[config.mk]
export PLATFORM = sky130hd
export DESIGN_NAME = vid_scanout
export DESIGN_NICKNAME = d
export VERILOG_FILES = /design/src/rtl/vid_pkg.sv /design/src/rtl/vid_timing.sv /design/src/rtl/vid_scanout.sv
export SDC_FILE = /design/constraint.sdc
export NUM_CORES = 1
export LEC_CHECK = 0
export ABC_AREA = 1
export ABC_CLOCK_PERIOD_IN_PS = 5400
export CORE_AREA = 4 4 100 149
export CTS_BUF_LIST = sky130_fd_sc_hd__clkbuf_8
export DETAILED_ROUTE_END_ITERATION = 6
export DIE_AREA = 0 0 104 153
export SYNTH_ARGS = -nofsm -noshare
export SYNTH_HDL_FRONTEND = slang
export SYNTH_HIERARCHICAL = 1
export SYNTH_SLANG_ARGS = --single-unit
[constraint.sdc]
create_clock -name clk_i -period 5.4 [get_ports clk_i]
set_input_delay 0.54 -clock clk_i [delete_from_list [all_inputs] [get_ports clk_i]]
set_output_delay 0.54 -clock clk_i [all_outputs]
set_load 0.03 [all_outputs]
[src/rtl/vid_pkg.sv]
// rtl/vid_pkg.sv - 640x480 scanout timing constants, framebuffer defaults and shared types
package vid_pkg;

    localparam int CNT_W         = 10;
    localparam int COLOR_W       = 7;
    localparam int FB_WIDTH_DEF  = 160;
    localparam int FB_HEIGHT_DEF = 240;

    localparam logic [CNT_W-1:0] H_ACTIVE = 10'd640;
    localparam logic [CNT_W-1:0] H_FP     = 10'd16;
    localparam logic [CNT_W-1:0] H_SYNC   = 10'd96;
    localparam logic [CNT_W-1:0] H_TOTAL  = 10'd800;
    localparam logic [CNT_W-1:0] V_ACTIVE = 10'd480;
    localparam logic [CNT_W-1:0] V_FP     = 10'd10;
    localparam logic [CNT_W-1:0] V_SYNC   = 10'd2;
    localparam logic [CNT_W-1:0] V_TOTAL  = 10'd525;

    localparam logic [CNT_W-1:0] H_SYNC_START = H_ACTIVE + H_FP;
    localparam logic [CNT_W-1:0] H_SYNC_STOP  = H_SYNC_START + H_SYNC;
    localparam logic [CNT_W-1:0] V_SYNC_START = V_ACTIVE + V_FP;
    localparam logic [CNT_W-1:0] V_SYNC_STOP  = V_SYNC_START + V_SYNC;

    typedef struct packed {
        logic [CNT_W-1:0] v;
        logic [CNT_W-1:0] h;
    } pos_t;

    function automatic logic is_active(pos_t p);
        return (p.h < H_ACTIVE) && (p.v < V_ACTIVE);
    endfunction

endpackage

[src/rtl/vid_timing.sv]
// rtl/vid_timing.sv - h/v pixel counters with sync, de and frame decoded two ticks behind the counter
module vid_timing
    import vid_pkg::*;
(
    input  logic clk_i,
    input  logic rst_ni,
    input  logic tick_i,
    output pos_t pos_o,
    output logic act_dly_o,
    output logic hsync_o,
    output logic vsync_o,
    output logic de_o,
    output logic frame_o
);

    pos_t cnt_q;
    pos_t pos_dly_q;
    pos_t cnt_nxt;

    always_comb begin
        cnt_nxt = cnt_q;
        if (cnt_q.h == H_TOTAL - 10'd1) begin
            cnt_nxt.h = '0;
            cnt_nxt.v = (cnt_q.v == V_TOTAL - 10'd1) ? '0 : cnt_q.v + 10'd1;
        end else begin
            cnt_nxt.h = cnt_q.h + 10'd1;
        end
    end

    // The delay stage resets to the last position of a frame so (0,0) appears two ticks after release.
    always_ff @(posedge clk_i or negedge rst_ni) begin
        if (!rst_ni) begin
            cnt_q     <= '0;
            pos_dly_q <= '{v: V_TOTAL - 10'd1, h: H_TOTAL - 10'd1};
            hsync_o   <= 1'b1;
            vsync_o   <= 1'b1;
            de_o      <= 1'b0;
            frame_o   <= 1'b0;
        end else begin
            frame_o <= 1'b0;
            if (tick_i) begin
                cnt_q     <= cnt_nxt;
                pos_dly_q <= cnt_q;
                hsync_o   <= !((pos_dly_q.h >= H_SYNC_START) && (pos_dly_q.h < H_SYNC_STOP));
                vsync_o   <= !((pos_dly_q.v >= V_SYNC_START) && (pos_dly_q.v < V_SYNC_STOP));
                de_o      <= act_dly_o;
                frame_o   <= (pos_dly_q == '0);
            end
        end
    end

    assign pos_o     = cnt_q;
    assign act_dly_o = is_active(pos_dly_q);

endmodule

[src/rtl/vid_scanout.sv]
// rtl/vid_scanout.sv - 640x480 scanout of a 4x/2x scaled framebuffer; VID_LINEBUF_EN replays odd lines from a line buffer
module vid_scanout
    import vid_pkg::*;
#(
    parameter int FB_WIDTH   = FB_WIDTH_DEF,
    parameter int FB_HEIGHT  = FB_HEIGHT_DEF,
    parameter int ADDR_WIDTH = 16
) (
    input  logic                  clk_i,
    input  logic                  rst_ni,
    input  logic                  pix_en_i,
    output logic                  fb_rd_o,
    output logic [ADDR_WIDTH-1:0] fb_addr_o,
    input  logic [COLOR_W-1:0]    fb_dat_i,
    output logic [COLOR_W-1:0]    color_o,
    output logic                  hsync_o,
    output logic                  vsync_o,
    output logic                  de_o,
    output logic                  frame_o
);

    pos_t                  pos;
    logic                  act_dly;
    logic                  fetch;
    logic                  fb_fetch;
    logic                  req;
    logic                  cap_q;
    logic [COLOR_W-1:0]    pix_q;
    logic [COLOR_W-1:0]    pix_new;
    logic [COLOR_W-1:0]    pix_cur;
    logic [ADDR_WIDTH-1:0] rd_addr;

    vid_timing u_timing (
        .clk_i     (clk_i),
        .rst_ni    (rst_ni),
        .tick_i    (pix_en_i),
        .pos_o     (pos),
        .act_dly_o (act_dly),
        .hsync_o   (hsync_o),
        .vsync_o   (vsync_o),
        .de_o      (de_o),
        .frame_o   (frame_o)
    );

    // One fetch per group of four pixels; rows past the framebuffer are never fetched.
    assign fetch   = pix_en_i && (pos.h[1:0] == 2'b00) && is_active(pos)
                     && (32'(pos.v >> 1) < 32'(FB_HEIGHT));
    assign rd_addr = ADDR_WIDTH'(32'(pos.v >> 1) * 32'(FB_WIDTH) + 32'(pos.h >> 2));

`ifdef VID_LINEBUF_EN
    localparam int COL_W = $clog2(FB_WIDTH);

    logic [COLOR_W-1:0] line_buf [FB_WIDTH];
    logic [COL_W-1:0]   col_q;
    logic               replay_q;
    logic               rd_q;

    assign fb_fetch = fetch && !pos.v[0];
    assign req      = rd_q;
    assign pix_new  = replay_q ? line_buf[col_q] : fb_dat_i;

    always_ff @(posedge clk_i or negedge rst_ni) begin
        if (!rst_ni) begin
            col_q    <= '0;
            replay_q <= 1'b0;
            rd_q     <= 1'b0;
        end else begin
            rd_q <= fetch;
            if (fetch) begin
                col_q    <= COL_W'(pos.h >> 2);
                replay_q <= pos.v[0];
            end
        end
    end

    always_ff @(posedge clk_i) begin
        if (cap_q && !replay_q) begin
            line_buf[col_q] <= fb_dat_i;
        end
    end
`else
    assign fb_fetch = fetch;
    assign req      = fb_rd_o;
    assign pix_new  = fb_dat_i;
`endif

    // Forward the returning word so a tick landing on the capture cycle still sees it.
    assign pix_cur = cap_q ? pix_new : pix_q;

    always_ff @(posedge clk_i or negedge rst_ni) begin
        if (!rst_ni) begin
            fb_rd_o   <= 1'b0;
            fb_addr_o <= '0;
            cap_q     <= 1'b0;
            pix_q     <= '0;
            color_o   <= '0;
        end else begin
            fb_rd_o <= fb_fetch;
            cap_q   <= req;
            if (fb_fetch) begin
                fb_addr_o <= rd_addr;
            end
            if (cap_q) begin
                pix_q <= pix_new;
            end
            if (pix_en_i) begin
                color_o <= act_dly ? pix_cur : '0;
            end
        end
    end

endmodule

; ---- After elaboration in Yosys (flattened, before gate mapping)
; Cells that the tools add are included.
[classes]
div = 0
n_lt_le_gt_ge = 9
n_shift = 0
n_bitwise = 0
mux = 5
multipliers = 1
n_reduce_logical = 12
eq_ne = 2
addsub = 3
[ops]
columns = cell, count
row1 = $lt A10 B10 Y1 const B, 3
row2 = $lt A10 B9 Y1 const B, 3
row3 = $add A10 B1 Y10 const B, 2
row4 = $eq A10 B10 Y1 const B, 2
row5 = $logic_not A20 Y1, 1
row6 = $mux W10, 2
row7 = $add A16 B8 Y16, 1
row8 = $mux W7, 2
row9 = $mul A9 B3 Y11 const B, 1
row10 = $ge A10 B10 Y1 const B, 1
row11 = $ge A10 B9 Y1 const B, 1
row12 = $lt A9 B8 Y1 const B, 1
row13 = $logic_and A1 B1 Y1, 7
row14 = $logic_not A1 Y1, 2
row15 = $logic_not A2 Y1, 1
row16 = $reduce_and A2 Y1, 1
row17 = $mux W1, 1
[word_totals]
input_bits = 10
n_memories = 0
out_inout_bits = 28
regBits = 76
romBits = 0
latch_bits = 0
wordCells = 45
mem_bits_rw = 0

; ---- Longest topological paths before layout
; Gate-level depths: netlist of run 1.
[logic_depth]
depth_word = 4
ltp_mapped = 14
mapped_depth_nobuf = 14

; ---- Modules after synthesis
; The synthesis of run 1 kept the hierarchy.
[by_module_without_submodules]
columns = mod, cells_each, seq_area_each_um2, n_inst, area_each_um2
row1 = vid_timing, 256, 1116.1, 1, 2113.3
row2 = vid_scanout, 242, 800.8, 1, 1895.6

; ---- Worst setup path before layout of run 1
; No wires, ideal clock.
[synth_path]
path_kind = register -> register
startpoint = reg u_timing.cnt_q, in the netlist u_timing/pos_o[12]
endpoint = reg fb_addr_o[14]
setup_ps = 117
path_stages_with_launch = 13
period_less_slack_ps = 2321
n_path_buf = 0
required_time_ps = 5283
arrival_ps = 2204
setup_slack_ps = 3079
cell_sequence = dfrtp_1 ha_1 ha_1 fa_1 nand2_1 nor2_1 nand2_1 a21oi_2 nand3_2 nor2_1 nand2_1 nand3_1 nand2_1
[synth_via]
elab_chain_cells = 4
elab_cells_between_ends = 7
cone_classes = add/sub (1) / mul (1) / order compare (2) / reduce/logical (3)
[synth_lines]
columns = item, line
row1 = "start, declared", vid_timing.sv:16  ; pos_t cnt_q;
row2 = "start signal, assigned", vid_timing.sv:42  ; cnt_q <= cnt_nxt;
row3 = branches (longest 4 deep; another with $add A16 B8 Y16), -
row4 = "end signal, assigned", vid_scanout.sv:101  ; fb_addr_o <= rd_addr;
row5 = "end, declared", vid_scanout.sv:13  ; output logic [ADDR_WIDTH-1:0] fb_addr_o,
; Several ways; the timed one is not identified.
; A chain may end at the register's enable or synchronous reset.

; ---- Worst setup path in the final report of run 1
; Ends and elaborated chain as after synthesis.

==> results of run 1 <==
synthesized netlist by cell type:
| library cell | n |
|---|---|
| a21o_1 | 1 |
| o21ai_1 | 7 |
| xor2_1 | 6 |
| a211oi_1 | 1 |
| nor2_1 | 37 |
| a21oi_1 | 11 |
| o21ai_0 | 37 |
| a22o_1 | 1 |
| a41oi_1 | 1 |
| nor4_1 | 3 |
| buf_6 | 1 |
| nand3_2 | 2 |
| nand4_1 | 9 |
| nand3_1 | 41 |
| a31oi_1 | 1 |
| a21oi_2 | 1 |
| nor3_1 | 1 |
| inv_2 | 2 |
| dfrtp_1 | 64 |
| nand2_1 | 149 |
| clkinv_1 | 1 |
| nor2_4 | 2 |
| clkbuf_1 | 6 |
| or2_2 | 1 |
| o21bai_1 | 2 |
| xnor2_1 | 3 |
| nor2_2 | 1 |
| buf_2 | 4 |
| fa_1 | 2 |
| nand3b_1 | 2 |
| nand2_2 | 5 |
| buf_4 | 1 |
| dfstp_2 | 12 |
| and3_1 | 1 |
| inv_1 | 59 |
| ha_1 | 20 |
cell families (layout without fill, tap and decap cells):
logic type                 after synthesis  count (layout)
and+or+nand+nor                        254             254
DFF                                     76              76
buffers and inverters                   74             116
AOI/OAI and AO/OA                       63              63
adders and majority gates               22              22
xor gates and xnor gates                 9               9
power groups by stage:
| stage | clock network, mW | logic [mW] | registers [mW] |
|---|---|---|---|
| finish | 0.484 | 0.472 | 0.795 |
| global route | 0.522 | 0.525 | 0.813 |
| CTS | 0.497 | 0.481 | 0.797 |
| detailed placement | 0 | 0.479 | 0.808 |
| global placement | 0 | 0.470 | 0.805 |
| floorplan | 0 | 0.205 | 0.881 |
stage by stage:
| step | utilization | power (mW) |
|---|---|---|
| 3_5_place_dp | 0.334 | 1.29 |
| 3_3_place_gp | 0.334 | 1.27 |
| 4_1_cts | 0.351 | 1.78 |
| 6_report | 0.351 | 1.75 |
| 2_1_floorplan | - | 1.09 |
| 5_1_grt | 0.351 | 1.86 |
metal layers:
layer  share of wire  global-route usage  vias up
met5               0                   0        -
met4          0.0070              0.0361        0
met3           0.035              0.0278        5
met2            0.54               0.202       50
met1            0.42               0.129     1500
li1                -                   -     1670
sequential cells by signal, indices dropped and copies added (netlist names):
signal	count
color_o	7
fb_addr_o	16
fb_rd_o	1
u_timing/pos_dly_q	20
u_timing/de_o	1
u_timing/hsync_o	1
u_timing/frame_o	1
u_timing/pos_o	20
cap_q	1
u_timing/vsync_o	1
pix_q	7
path summary, 6_finish.rpt:
kind                                    startpoint               end  slack [ns]  cells past startpoint
max in group asynchronous                   rst_ni  u_timing/frame_o        4.48                      1
worst min register to register             fb_rd_o             cap_q        0.43                      0
worst max-delay path            u_timing/pos_o[12]     fb_addr_o[14]        2.87                     12
worst min-delay path                        rst_ni        color_o[4]        0.33                      1
worst max register to register  u_timing/pos_o[12]     fb_addr_o[14]        2.87                     12
min in group clk_i                         fb_rd_o             cap_q        0.43                      0
final cells by class:
type	count	area [um2]
clock inverters	6	87.6
repair buffers	38	375
multi-input cells	348	1800
clock buffers	10	138
inverters	62	233
flip-flops and latches	76	1920
fillers	1392	8780
well taps	162	203
==> impl_results.md, run 1 <==
* Critical Path RT at 5.65 ns
* Port Buffers at 37
* Number of remaining DRC errors at 0
* Worst stage delay on the critical path at 0.55 ns
* CP cell instances: ha_1, ha_1, fa_1, nand2_1, nor2_1, nand2_1, a21oi_2, nand3_2, nor2_1, nand2_1, nand3_1, nand2_1
* Worst min-delay path class: in -> async
* Number of DRC markers in iteration 0 at 201
* RSZ-0062 raised after global routing: false
* Largest family of logic cells by synthesized area: simple AND/OR/NAND/NOR gates
* CTS max path bufs at 2
* GR Overflow Total at 0
* Number of global-route vias before repair at 3148
* Fmax at 395 MHz
* Clock Sinks at 76
* Share of the synthesized area in the top cell type at 0.400
* Synthesized area at 4010 um2
* Sw frac at 0.341
* Multiplexer area fraction after synthesis at 0
* Syn_area_per_cell at 8.05 um2
* Worst slack at placement at 2.49 ns
* Global-route wire length before repair at 14800 um
* Most frequent cells in the layout: nand2_1 (149), dfrtp_1 (64), inv_1 (59), nand3_1 (41)
* Setup TNS at 0 ns
* Unique cell type count in the Yosys netlist at 36
* CP endpoint kind: register
* Fin crit period at 2.53 ns
* Placed Instance Area at 4530 um2
* Share of cells above drive strength 1 at 0.0815
* Inserted Clock Buffers at 9
* Post-Layout Cell Count at 702
* Max_cap viols at 0
* Cts hold-fix bufs at 0
* Worst-Margin Slew at 0.932 ns
* Worst relative slew slack at 0.378
* Leakage power at 2.25 nW
* Placed cells at 686
* Final Max Slew Viols at 0
* Core Region at 13500 um2
* Synth warn at 6
* CTS H-tree lvls at 3
* Worst-skew pair later-pin latency at 0.36 ns
* Critical Path Start Type: register
* Hold slack at 0.329 ns
* Via count at 3225
* Sequential share of the synthesized area at 0.478
* Pwr Density at 369 nW/um2
* Clock Skew at 0.0132 ns
* Clock transition at path regs at 0.09 ns
* Row count at 52
* Vias/cell at 4.59
* Drt first pass iters at 4
* DRT antenna net count at 0
* Crit path setup slack, layout at 2.87 ns
* Setup bufs post-CTS at 0
* WP data arrival at 2.79 ns
* Synth area leader: dfrtp_1
* Adder-Cell Fraction of Synth Area at 0.0724
* Setup Viol. Count Final at 0
* CP bufs+invs at 0
* CP Max Fanout at 9
* Total Routing Usage GR at 0.112
* Gpl congestion at 0.814
* Psw at 598 uW
* Gate power share at 0.270
* Area growth syn-to-layout at 18.5%
* Cell family with most CP delay: adder cells
* Most common cell after layout, fill and taps aside: nand2_1
* Setup CP Type: reg -> reg
* Synth area leaders: dfrtp_1 (40%), nand2_1 (14%), dfstp_2 (7.9%), ha_1 (6.2%), inv_1 (5.5%)
* Post-Synth Simple-Gate Area at 0.272
* Worst path slowest cell: fa_1
* Internal power at 1.15 mW
* Crit-path most repeated cell: nand2_1
* ANT cells at 0
* Routed len/inst at 12.3 um
* Final hold vios at 0
* Cts repair resizes at 0
* Largest net degree at the start of global routing at 77
* # nets final at 567
* CTS tree: built
* Ports at 38
* Syn Inst Count at 498
* Die X at 104 um
* Synth Register Bits at 76
* Initial antenna violation count at 0
* Maximum VDD drop at 139 uV
* Chip Height at 153 um
* Initial Utilization at 0.296
* Flop pwr share at 0.454
* Period Utilization, post-route at 0.469
* Root Buffer: clkbuf_8
* Post-Layout Inst Area at 4750 um2
* Status: finished, final reports clean
* Synth Area in XOR/XNOR at 0.0197
* Post-synthesis compound-gate area fraction at 0.0843
* Post-synthesis net count at 530
* DIE AREA at 15900 um2
* Clock power frac at 0.277
* Routed WL at 8610 um
* DP Wirelength at 6310 um
Note: power is estimated with default switching activity, not from simulation.
==> inputs of run 2 (changes only) <==
--- a/config.mk
+++ b/config.mk
@@ -6,7 +6,7 @@
 export NUM_CORES = 1
 export LEC_CHECK = 0
 export ABC_AREA = 1
-export ABC_CLOCK_PERIOD_IN_PS = 5400
+export ABC_CLOCK_PERIOD_IN_PS = 2200
 export CORE_AREA = 4 4 100 149
 export CTS_BUF_LIST = sky130_fd_sc_hd__clkbuf_8
 export DETAILED_ROUTE_END_ITERATION = 6
==> constraint.sdc (replaced) <==
create_clock -name clk_i -period 2.2 [get_ports clk_i]
set_input_delay 0.22 -clock clk_i [delete_from_list [all_inputs] [get_ports clk_i]]
set_output_delay 0.22 -clock clk_i [all_outputs]
set_load 0.03 [all_outputs]
==> run 2 against run 1 <==
The run now ends with setup timing left. Global-route usage is 1.2 points higher. Register-to-register slack worse by 3.0 ns. Total power is 140% higher. First-iteration DRC count is 5.5% lower. Cell count is 4.4% higher. Worst setup slack worse by 3.0 ns. Final area is 6.2% higher. Flip-flop and latch count stayed put. Sequential power is 140% higher. Worst hold slack better by 0.054 ns. Non-clock buffer count is 31 higher.
==> impl_results.md, run 2 (synthesis gave the netlist of run 1 again) <==
* CTS tree: built
* Clock Sinks at 76 (unchanged)
* WP data arrival at 2.60 ns (-0.19 ns)
* Area growth syn-to-layout at 25.8%
* Port Buffers at 37 (unchanged)
* Hold slack at 0.382 ns (+0.0535 ns)
* Routed len/inst at 12.8 um (+4.3%)
* Routed WL at 9370 um (+8.9%)
* CTS H-tree lvls at 3 (unchanged)
* Fin crit period at 2.35 ns (-0.187 ns)
* Failing checks: setup timing
* Via count at 3402 (+5.5%)
* Status: complete, but fails checks
* Final Util at 0.373 (+0.0216)
* CTS max path bufs at 2 (unchanged)
* RSZ-0062 raised after global routing: true
* Cell family with most CP delay: adder cells
* Crit path setup slack, layout at -0.147 ns (-3.01 ns)
* Worst-Margin Slew at 0.506 ns (-0.427 ns)
* Worst-skew pair later-pin latency at 0.35 ns (about the same)
* Largest net degree at the start of global routing at 40 (-48%)
* CP Depth at 11 (-1)
* Chip Height at 153 um (unchanged)
* Total Routing Usage GR at 0.124 (+0.0125)
* GR Overflow Total at 0 (unchanged)
* Initial Utilization at 0.296 (unchanged)
* Pwr Density at 838 nW/um2 (+130%)
* DP Wirelength at 7030 um (+11%)
* Root Buffer: clkbuf_8
* Max_cap viols at 0 (unchanged)
* Final Max Slew Viols at 0 (unchanged)
* Worst R2R Path Depth at 11 (-1)
* Vias/cell at 4.64 (+1.0%)
* Multi-input combinational cell area at 1880 um2 (+4.3%)
* Placed Instance Area at 4700 um2 (+3.9%)
* Global-route wire length before repair at 16400 um (+11%)
* CP bufs+invs at 1 (+1)
* CP cell instances: ha_4, ha_4, fa_1, buf_4, nand3_1, a21oi_2, nand3_2, nor2_1, nand2_1, nand3_1, nand2_1
* Initial antenna violation count at 0 (unchanged)
* Register area at 1920 um2 (unchanged)
* Critical Path Start Type: register
* Worst r2r src: u_timing/pos_o[12]
* Most common cell after layout, fill and taps aside: nand2_1
* Final hold vios at 0 (unchanged)
* Number of DRC markers in iteration 0 at 190 (-5.5%)
* # nets final at 598 (+5.5%)
* Worst stage delay on the critical path at 0.55 ns (about the same)
* Leakage power at 2.40 nW (+7.0%)
* Inserted Clock Buffers at 9 (unchanged)
* Number of global-route vias before repair at 3505 (+11%)
* Setup CP Type: reg -> reg
* DIE AREA at 15900 um2 (unchanged)
* Worst R2R End: fb_addr_o[14]
* Fmax at 426 MHz (+8.0%)
* Critical Path RT at 2.45 ns (-3.20 ns)
* Filler cells at 1389 (-0.22%)
* CP endpoint kind: register
* Worst path slowest cell: fa_1
* CP Max Fanout at 3 (-6)
* DRT antenna net count at 0 (unchanged)
* Die X at 104 um (unchanged)
* Most frequent cells in the layout: nand2_1 (147), dfrtp_1 (64), inv_1 (59), nand3_1 (40)
* Clock transition at path regs at 0.08 ns (about the same)
* Clock Skew at 0.0125 ns (-0.000732 ns)
* Worst min-delay path class: in -> async
* ANT cells at 0 (unchanged)
* Worst R2R Setup Slack at -0.15 ns (-3.01 ns)
* Gpl congestion at 0.822 (+0.91%)
* Period Utilization, post-route at 1.07 (+0.597)
* Row count at 52 (unchanged)
* Drt first pass iters at 4 (unchanged)
* Ports at 38 (unchanged)
* Share of cells above drive strength 1 at 0.144 (+0.0621)
* Worst relative slew slack at 0.663 (+0.284)
* Core Region at 13500 um2 (unchanged)
* Number of remaining DRC errors at 0 (unchanged)
* Post-Layout Inst Area at 5040 um2 (+6.2%)
* Maximum VDD drop at 288 uV (+110%)
* Setup Viol. Count Final at 4 (+4)
-- run 2: changes by cell type in the layout (fill, tap and decap cells not counted), sizes merged --
cell         delta
buf            +30
bufinv          -1
clkinv          +2
clkinvlp        -1
dlygate4sd3     +1
-- run 2: per-stage QoR --
step / instances / setup TNS (ns) / setup WS, ns / total power, mW
CTS: 731 / -0.403 / -0.114 / 4.29
floorplan: 498 / -0.0862 / -0.0862 / 2.67
detailed placement: 709 / -0.342 / -0.161 / 3.19
finish: 733 / -0.411 / -0.147 / 4.23
global route: 733 / -0.963 / -0.278 / 4.52
global placement: 709 / -0.160 / -0.108 / 3.16
-- run 2: report_power, final --
group	switching, mW	leakage (nW)	internal (mW)
clock network	0.527	0.0983	0.552
logic	0.740	1.38	0.486
registers	0.211	0.924	1.71
-- run 2: worst reg2reg max path, stage by stage (launching register included) --
cell and delay, ns:
dfrtp_1 0.42, ha_4 0.25, ha_4 0.16, fa_1 0.55
buf_4 0.12, nand3_1 0.11, a21oi_2 0.22, nand3_2 0.13
nor2_1 0.11, nand2_1 0.05, nand3_1 0.08, nand2_1 0.05
-- run 2: how the worst max path moves through the flow --
stage / slack [ns] / end / from
floorplan: -0.09 / fb_addr_o[14] / u_timing/pos_o[12]
global placement: -0.11 / fb_addr_o[14] / u_timing/pos_o[14]
detailed placement: -0.16 / fb_addr_o[14] / u_timing/pos_o[14]
CTS: -0.11 / fb_addr_o[14] / u_timing/pos_o[14]
global route: -0.28 / fb_addr_o[14] / u_timing/pos_o[12]
finish: -0.15 / fb_addr_o[14] / u_timing/pos_o[12]
-- run 2: timing repair --
action                                  CTS  global route
endpoints found under the setup margin    5             6
endpoints found under the hold margin    32             0
hold buffers                              1             0
pin swaps                                 9            10
buffers inserted                          5             2
resized for setup                         2            10
-- run 2: metal layers --
layer / global-route usage / vias to the layer above / wire (um)
li1: - / 1733 / -
met4: 0.0526 / 0 / 167
met2: 0.221 / 57 / 4970
met5: 0 / - / 0
met1: 0.142 / 1600 / 3890
met3: 0.0295 / 12 / 347
-- run 2: layout make-up --
cell class	count	share of cell area
Clock buffer	10	0.0273
Clock inverter	6	0.0127
Inverter	62	0.0461
Multi-Input combinational cell	348	0.372
Sequential cell	76	0.380
Tap cell	162	0.0402
Timing Repair Buffer	69	0.122
